`config.mk`:
```
export PLATFORM = sky130hd
export DESIGN_NAME = key_event_unit
export DESIGN_NICKNAME = d
export VERILOG_FILES = /design/src/rtl/key_event_pkg.sv /design/src/rtl/key_debounce_ch.sv /design/src/rtl/key_event_unit.sv
export SDC_FILE = /design/constraint.sdc
export NUM_CORES = 1
export LEC_CHECK = 0
export CORE_MARGIN = 1.5
export CORE_UTILIZATION = 30
export CTS_BUF_LIST = sky130_fd_sc_hd__clkbuf_8
export CTS_CLUSTER_SIZE = 28
export DETAILED_ROUTE_END_ITERATION = 10
export DONT_BUFFER_PORTS = 1
export PLACE_DENSITY_LB_ADDON = 0.3
export SLEW_MARGIN = 10
export SYNTH_ARGS = -nofsm -noshare
export SYNTH_HDL_FRONTEND = slang
export SYNTH_SLANG_ARGS = --single-unit
```
`constraint.sdc`:
```
create_clock -name i_clk -period 5.1 [get_ports i_clk]
set_input_delay 1.02 -clock i_clk [delete_from_list [all_inputs] [get_ports i_clk]]
set_output_delay 1.02 -clock i_clk [all_outputs]
set_load 0.005 [all_outputs]
```
`src/rtl/key_event_pkg.sv`:
```
// Shared types and clock-derived defaults for the push-button conditioner.
// Types only: no latency and no backpressure apply.
package key_event_pkg;

  typedef struct packed {
    logic pressed;
    logic neg;
    logic pos;
    logic long_p;
  } key_chan_evt_t;

  // 10 ms and 1 s at the 12 MHz audio clock
  localparam int DEB_12M_10MS = 120000;
  localparam int LONG_12M_1S  = 12000000;

endpackage

```
`src/rtl/key_debounce_ch.sv`:
```
// One key channel: sync, debounce and edge pulses, plus an optional long-press hold counter (KEY_LONG_PRESS_EN).
// Latency: raw edge sampled at E0 -> level/pulse at E0+1+DEBOUNCE_CYCLES; long pulse LONG_CYCLES after the level rises.
// No backpressure: pulses are single-cycle and are not held.
module key_debounce_ch
  import key_event_pkg::*;
#(
  parameter int ACTIVE_LOW      = 1,
  parameter int DEBOUNCE_CYCLES = DEB_12M_10MS,
  parameter int LONG_CYCLES     = LONG_12M_1S
) (
  input  logic          i_clk,
  input  logic          i_rst_n,
  input  logic          i_key,
  output key_chan_evt_t o_evt,
  output logic          o_neg_nxt
);

  localparam logic REL = (ACTIVE_LOW != 0);
  localparam int CW = (DEBOUNCE_CYCLES > 2) ? $clog2(DEBOUNCE_CYCLES) : 1;
  localparam logic [CW-1:0] CNT_LAST = CW'(DEBOUNCE_CYCLES - 1);

  logic          ff1, ff2;
  logic          s, mismatch, accept;
  logic [CW-1:0] cnt;
  logic          pressed_q, neg_q, pos_q, long_q;

  assign s        = ff2 ^ REL;
  assign mismatch = (s != pressed_q);
  assign accept   = mismatch && (cnt == CNT_LAST);
  assign o_neg_nxt = accept && s;

  always_ff @(posedge i_clk or negedge i_rst_n) begin
    if (!i_rst_n) begin
      ff1       <= REL;
      ff2       <= REL;
      cnt       <= '0;
      pressed_q <= 1'b0;
      neg_q     <= 1'b0;
      pos_q     <= 1'b0;
    end else begin
      ff1   <= i_key;
      ff2   <= ff1;
      neg_q <= 1'b0;
      pos_q <= 1'b0;
      if (!mismatch) begin
        cnt <= '0;
      end else if (accept) begin
        // terminal count clears the counter, so it can never wrap
        cnt       <= '0;
        pressed_q <= s;
        neg_q     <= s;
        pos_q     <= !s;
      end else begin
        cnt <= cnt + 1'b1;
      end
    end
  end

`ifdef KEY_LONG_PRESS_EN
  localparam int HW = $clog2(LONG_CYCLES + 1);
  localparam logic [HW-1:0] HOLD_MAX = HW'(LONG_CYCLES);

  logic [HW-1:0] hold;

  always_ff @(posedge i_clk or negedge i_rst_n) begin
    if (!i_rst_n) begin
      hold   <= '0;
      long_q <= 1'b0;
    end else begin
      long_q <= 1'b0;
      if (!pressed_q) begin
        hold <= '0;
      end else if (hold != HOLD_MAX) begin
        // saturating at the limit gives exactly one pulse per press
        hold   <= hold + 1'b1;
        long_q <= (hold == HOLD_MAX - 1'b1);
      end
    end
  end
`else
  assign long_q = 1'b0;
`endif

  assign o_evt = '{pressed: pressed_q, neg: neg_q, pos: pos_q, long_p: long_q};

endmodule

```
`src/rtl/key_event_unit.sv`:
```
// N-key push-button conditioner: per-key debounce channels plus a registered any-press flag (long press via KEY_LONG_PRESS_EN).
// Latency: E0+1+DEBOUNCE_CYCLES from raw edge to level/pulse; o_any_press aligned with o_neg.
// No backpressure: all outputs are free-running single-cycle pulses or levels.
module key_event_unit
  import key_event_pkg::*;
#(
  parameter int N_KEYS          = 4,
  parameter int ACTIVE_LOW      = 1,
  parameter int DEBOUNCE_CYCLES = DEB_12M_10MS,
  parameter int LONG_CYCLES     = LONG_12M_1S
) (
  input  logic              i_clk,
  input  logic              i_rst_n,
  input  logic [N_KEYS-1:0] i_keys,
  output logic [N_KEYS-1:0] o_pressed,
  output logic [N_KEYS-1:0] o_neg,
  output logic [N_KEYS-1:0] o_pos,
  output logic [N_KEYS-1:0] o_long,
  output logic              o_any_press
);

  key_chan_evt_t     evt [N_KEYS];
  logic [N_KEYS-1:0] neg_nxt;

  for (genvar g = 0; g < N_KEYS; g++) begin : g_ch
    key_debounce_ch #(
      .ACTIVE_LOW      (ACTIVE_LOW),
      .DEBOUNCE_CYCLES (DEBOUNCE_CYCLES),
      .LONG_CYCLES     (LONG_CYCLES)
    ) u_ch (
      .i_clk     (i_clk),
      .i_rst_n   (i_rst_n),
      .i_key     (i_keys[g]),
      .o_evt     (evt[g]),
      .o_neg_nxt (neg_nxt[g])
    );

    assign o_pressed[g] = evt[g].pressed;
    assign o_neg[g]     = evt[g].neg;
    assign o_pos[g]     = evt[g].pos;
    assign o_long[g]    = evt[g].long_p;
  end

  // built from the channels' next-state press terms so it lands with o_neg
  always_ff @(posedge i_clk or negedge i_rst_n) begin
    if (!i_rst_n) begin
      o_any_press <= 1'b0;
    end else begin
      o_any_press <= |neg_nxt;
    end
  end

endmodule

```
==> After elaboration in Yosys (flattened, before gate mapping) <==
Cells that the tools add are included.
{ "classes": {"n_eq_ne": 8, "n_addsub": 4, "n_bitwise": 4, "n_reduce_logical": 13, "mux": 24} }
{ "ops": {"columns": ["cell", "n"], "rows": [
  ["17-bit two-way mux", 8],
  ["17-bit by 1-bit adder with 17-bit output, second input constant", 4],
  ["17-bit == test, second input constant", 4],
  ["1-bit two-way mux", 16],
  ["1-bit logical AND", 8],
  ["2-bit AND reduction", 4],
  ["1-bit inequality test", 4],
  ["1-bit inverter", 4],
  ["4-bit OR reduction", 1]
]} }
{ "word_totals": {"out_inout_bits": 17, "ff_bits": 89, "elab_cells": 78, "in_bits": 6} }

==> Logic depth before layout (Yosys ltp) <==
{ "logic_depth": {"ltp_word": 5, "ltp_mapped": 7, "depth_no_buf": 5} }

==> Modules after synthesis <==
From an unflattened synthesis, not the netlist that was laid out.
{ "unflattened": {"cells_unflattened": 418, "hier_area_um2": 4321.6} }
{ "modules_own_cells": {"columns": ["module", "cells_per_inst", "n_inst", "area_each_um2", "seq_area_each_um2"], "rows": [
  ["key_debounce_ch", 104, 4, 1072.3, 553.0],
  ["key_event_unit", 2, 1, 32.5, 25.0]
]} }

==> Worst setup path after synthesis <==
No wires, ideal clock.
{ "synth_timing": {"kind": "register to register", "startpoint": "reg g_ch[0].u_ch.cnt[0]", "endpoint": "reg o_any_press", "setup_ps": 139, "setup_slack_ps": 3289, "path_stages_with_launch": 7, "required_ps": 4961, "period_less_slack_ps": 1811, "path_buffers": 1, "arrival_ps": 1673, "path_cell_list": "dfrtp_1 -> ha_1 -> and4_1 -> clkbuf_1 -> nand4_1 -> nor3_1 -> or4_1"} }
{ "synth_between": {"elab_chain_len": 4} }
{ "synth_rtl": {"columns": ["element", "line_no", "text"], "rows": [
  ["start, declared", "key_debounce_ch.sv:24", "logic [CW-1:0] cnt;"],
  ["start signal, assigned", "key_debounce_ch.sv:54", "cnt <= cnt + 1'b1;"],
  ["17-bit == test", "key_debounce_ch.sv:29", "assign accept = mismatch && (cnt == CNT_LAST);"],
  ["1-bit logical AND", "key_debounce_ch.sv:29", null],
  ["1-bit logical AND", "key_debounce_ch.sv:30", "assign o_neg_nxt = accept && s;"],
  ["4-bit OR reduction", "key_event_unit.sv:49", "o_any_press <= |neg_nxt;"],
  ["end signal, assigned", "key_event_unit.sv:49", null],
  ["end, declared", "key_event_unit.sv:19", "output logic o_any_press"]
]} }
No other way between the ends.
A chain may end at the register's enable or synchronous reset.

==> Worst setup path in the final report <==
{ "layout_timing": {"startpoint": "reg g_ch[3].u_ch.cnt[1]", "endpoint": "reg g_ch[3].u_ch.cnt[6]"} }
{ "layout_between": {"elab_chain_len": 4, "elab_cells_between_ends": 5, "cone_classes": "add/sub (1); eq/ne (1); mux (2); reduce/logical (1)"} }
{ "layout_rtl": {"columns": ["element", "line_no", "text"], "rows": [
  ["start, declared", "key_debounce_ch.sv:24", null],
  ["start signal, assigned", "key_debounce_ch.sv:54", null],
  ["branches (longest 2 deep; another with 17-bit by 1-bit adder with 17-bit output)", null, null],
  ["17-bit two-way mux (*)", "key_debounce_ch.sv:47", "end else if (accept) begin"],
  ["17-bit two-way mux (*)", "key_debounce_ch.sv:45", "if (!mismatch) begin"]
]} }
Mark *: on every way between the ends.

==> results.cfg <==
[outcome]
outcome = completed

[sta]
clock_skew_ns = 0.0116
setup_violations = 0
worst_pin_slew_ns = 1.06
finalCritPeriodShare = 0.414
min_period_ns = 2.11
final-hold-violation-count = 0
slew_headroom = 0.290
final-max-slew-violation-count = 0
holdWs_ns = 0.341
timing.final.ws_setup_ns = 2.99
tns_ns = 0
fmax_mhz = 474
rsz0062_at_grt = no

[cts]
cts_resized = 0
cts_buffers = 9
cts_setup_buffers = 0
h-tree-depth = 3
cts_root_buf = clkbuf_8
clkLatencyLatePin_ns = 0.37
cts_buffer_depth = 2
holdBufCountCts = 0
cts_tree = yes
cts.clk_slew.worst_paths_ns = 0.09
clock-sinks = 89

[floorplanning]
fp.dieW_um = 121
io_pins = 23
die_y_um = 121
fp-row-count = 42
core_area_mm2 = 0.0134
start_util = 0.310
die_area_mm2 = 0.0146

[worst_setup_path]
required_ns = 5.32
worst-setup-path-type = flop to flop
path_cells = ha_1 -> and3_1 -> nand3_1 -> o21ai_1 -> nor2_1
critPathArrivalTime_ns = 2.33
cpMaxStageDelayCell = o21ai_1
worstSetupStartpointType = flop
cp_max_fo = 16
slowest_delay_ns = 0.85
critPathCaptureType = flop
path_buf_inv = 0
critPathTopFamily = compound AO/OA/AOI/OAI gates

[drt]
wl_mm = 7.62
num_vias = 2753
first_pass_iters = 4
post_drt_wl_per_cell_um = 13.3
drtAntennaViolNets = 0
drt_iter0_markers = 215
viasPerCell = 4.80
drcViolationCount = 0

[layout]
fill_cells = 1363
final_cell_area_mm2 = 0.00444
final_common_cell = dfrtp_1
fin_util = 0.332
final_cells = 573
drive_gt1_frac = 0.0730
n_antenna_cell = 0
nNetsFinal = 402
final_cell_mix = 81 x dfrtp_1, 70 x nor2_1, 37 x xnor2_1, 25 x nand2_1
area_growth_pct = 6.80

[pwr]
leakage_nw = 1.77
finalPower_mw = 1.26
cellPowerDensity_mw_per_mm2 = 284
vdd_drop_max_mv = 0.153

[synthesis]
yosys_warnings = 0
synth.area.top_cells = dfrtp_1 49%, xnor2_1 7.8%, nor2_1 6.3%, dfstp_2 5.1%, xor2_1 4.6%
syn_area_mm2 = 0.00416
netlist_instances = 402
synth_cell_types = 34
syn_avg_cell_area_um2 = 10.3
synth_top_area_frac = 0.487
synth_top_area_cell = dfrtp_1
ys_seq_elements = 89
seq_area_frac_synth = 0.538

[global_route]
grt_max_degree = 90
grt_util_all_layers = 0.119
first_global_vias = 2799
grt_pass1_wl_mm = 13.7
overflow = 0
antenna_found_initial = 0

[place]
place_area_mm2 = 0.00424
port_buffers = 0
gp_congestion = 0.771
dp.cells = 557
dp_hpwl_mm = 4.97
place_ws_ns = 2.96

[min_path]
hp-class = primary input to asynchronous set/reset pin

[flow_run]
cap_violations = 0
[area by class of cell]
type	instances	area, um^2	share of cell area
multi-input cells	288	1760	0.397
clock inverters	4	42.5	0.00957
flip-flops and latches	89	2240	0.504
well taps	176	220	0.0496
inverters	4	15.0	0.00338
clock buffers	12	165	0.0372
[kinds of logic after synthesis]
family / synth area share
xor gates and xnor gates: 0.124
buffers and inverters: 0.0412
and+or+nand+nor: 0.264
AOI/OAI and AO/OA: 0.0201
adders and majority gates: 0.0120
other: 0.000901
DFF: 0.538
[synth_stat cells]
| cell type | n |
|---|---|
| a21oi_1 | 5 |
| a31o_2 | 1 |
| and2_1 | 2 |
| and3_1 | 7 |
| and4_1 | 13 |
| and4_2 | 2 |
| and4b_1 | 1 |
| buf_2 | 4 |
| buf_4 | 16 |
| clkbuf_1 | 3 |
| clkbuf_2 | 1 |
| conb_1 | 1 |
| dfrtp_1 | 81 |
| dfstp_2 | 8 |
| ha_1 | 4 |
| inv_1 | 4 |
| nand2_1 | 25 |
| nand3_1 | 22 |
| nand3_2 | 2 |
| nand4_1 | 22 |
| nor2_1 | 70 |
| nor3_1 | 10 |
| nor3b_1 | 1 |
| nor4_1 | 11 |
| nor4b_1 | 3 |
| nor4bb_1 | 7 |
| o21ai_0 | 9 |
| o21ai_1 | 1 |
| or2_2 | 1 |
| or3_1 | 4 |
| or4_1 | 1 |
| or4_4 | 1 |
| xnor2_1 | 37 |
| xor2_1 | 22 |
[power by group]
group	internal (mW)	switching [mW]	leakage (nW)	total (mW)
logic	0.00860	0.0145	0.452	0.0231
clock network	0.263	0.247	0.115	0.509
registers	0.719	0.0111	1.21	0.730
[state kept, by name, indices dropped and copies added (netlist names)]
register	count
g_ch.u_ch.ff2	4
g_ch.u_ch.pressed_q	4
g_ch.u_ch.cnt	68
g_ch.u_ch.pos_q	4
g_ch.u_ch.ff1	4
g_ch.u_ch.neg_q	4
o_any_press	1
[worst paths after layout]
path,from,endpoint,slack [ns],cells after the start
min,i_rst_n,g_ch[0].u_ch.cnt[11]$_DFF_PN0_,0.34,0
max reg2reg,g_ch[3].u_ch.cnt[1]$_DFF_PN0_,g_ch[3].u_ch.cnt[6]$_DFF_PN0_,2.99,5
min in group i_clk,g_ch[0].u_ch.ff1$_DFF_PN1_,g_ch[0].u_ch.ff2$_DFF_PN1_,0.36,0
max,g_ch[3].u_ch.cnt[1]$_DFF_PN0_,g_ch[3].u_ch.cnt[6]$_DFF_PN0_,2.99,5
min reg2reg,g_ch[0].u_ch.ff1$_DFF_PN1_,g_ch[0].u_ch.ff2$_DFF_PN1_,0.36,0
max in group asynchronous,i_rst_n,g_ch[3].u_ch.ff2$_DFF_PN1_,4.53,0
[per-layer routing]
layer | track usage | share of wire | vias to the layer above
met1 | 0.161 | 0.50 | 1341
met2 | 0.177 | 0.44 | 40
met3 | 0.0420 | 0.042 | 11
li1 | - | - | 1361
met5 | 0 | 0 | -
met4 | 0.0419 | 0.014 | 0
Power figures use the tool's default switching activity.
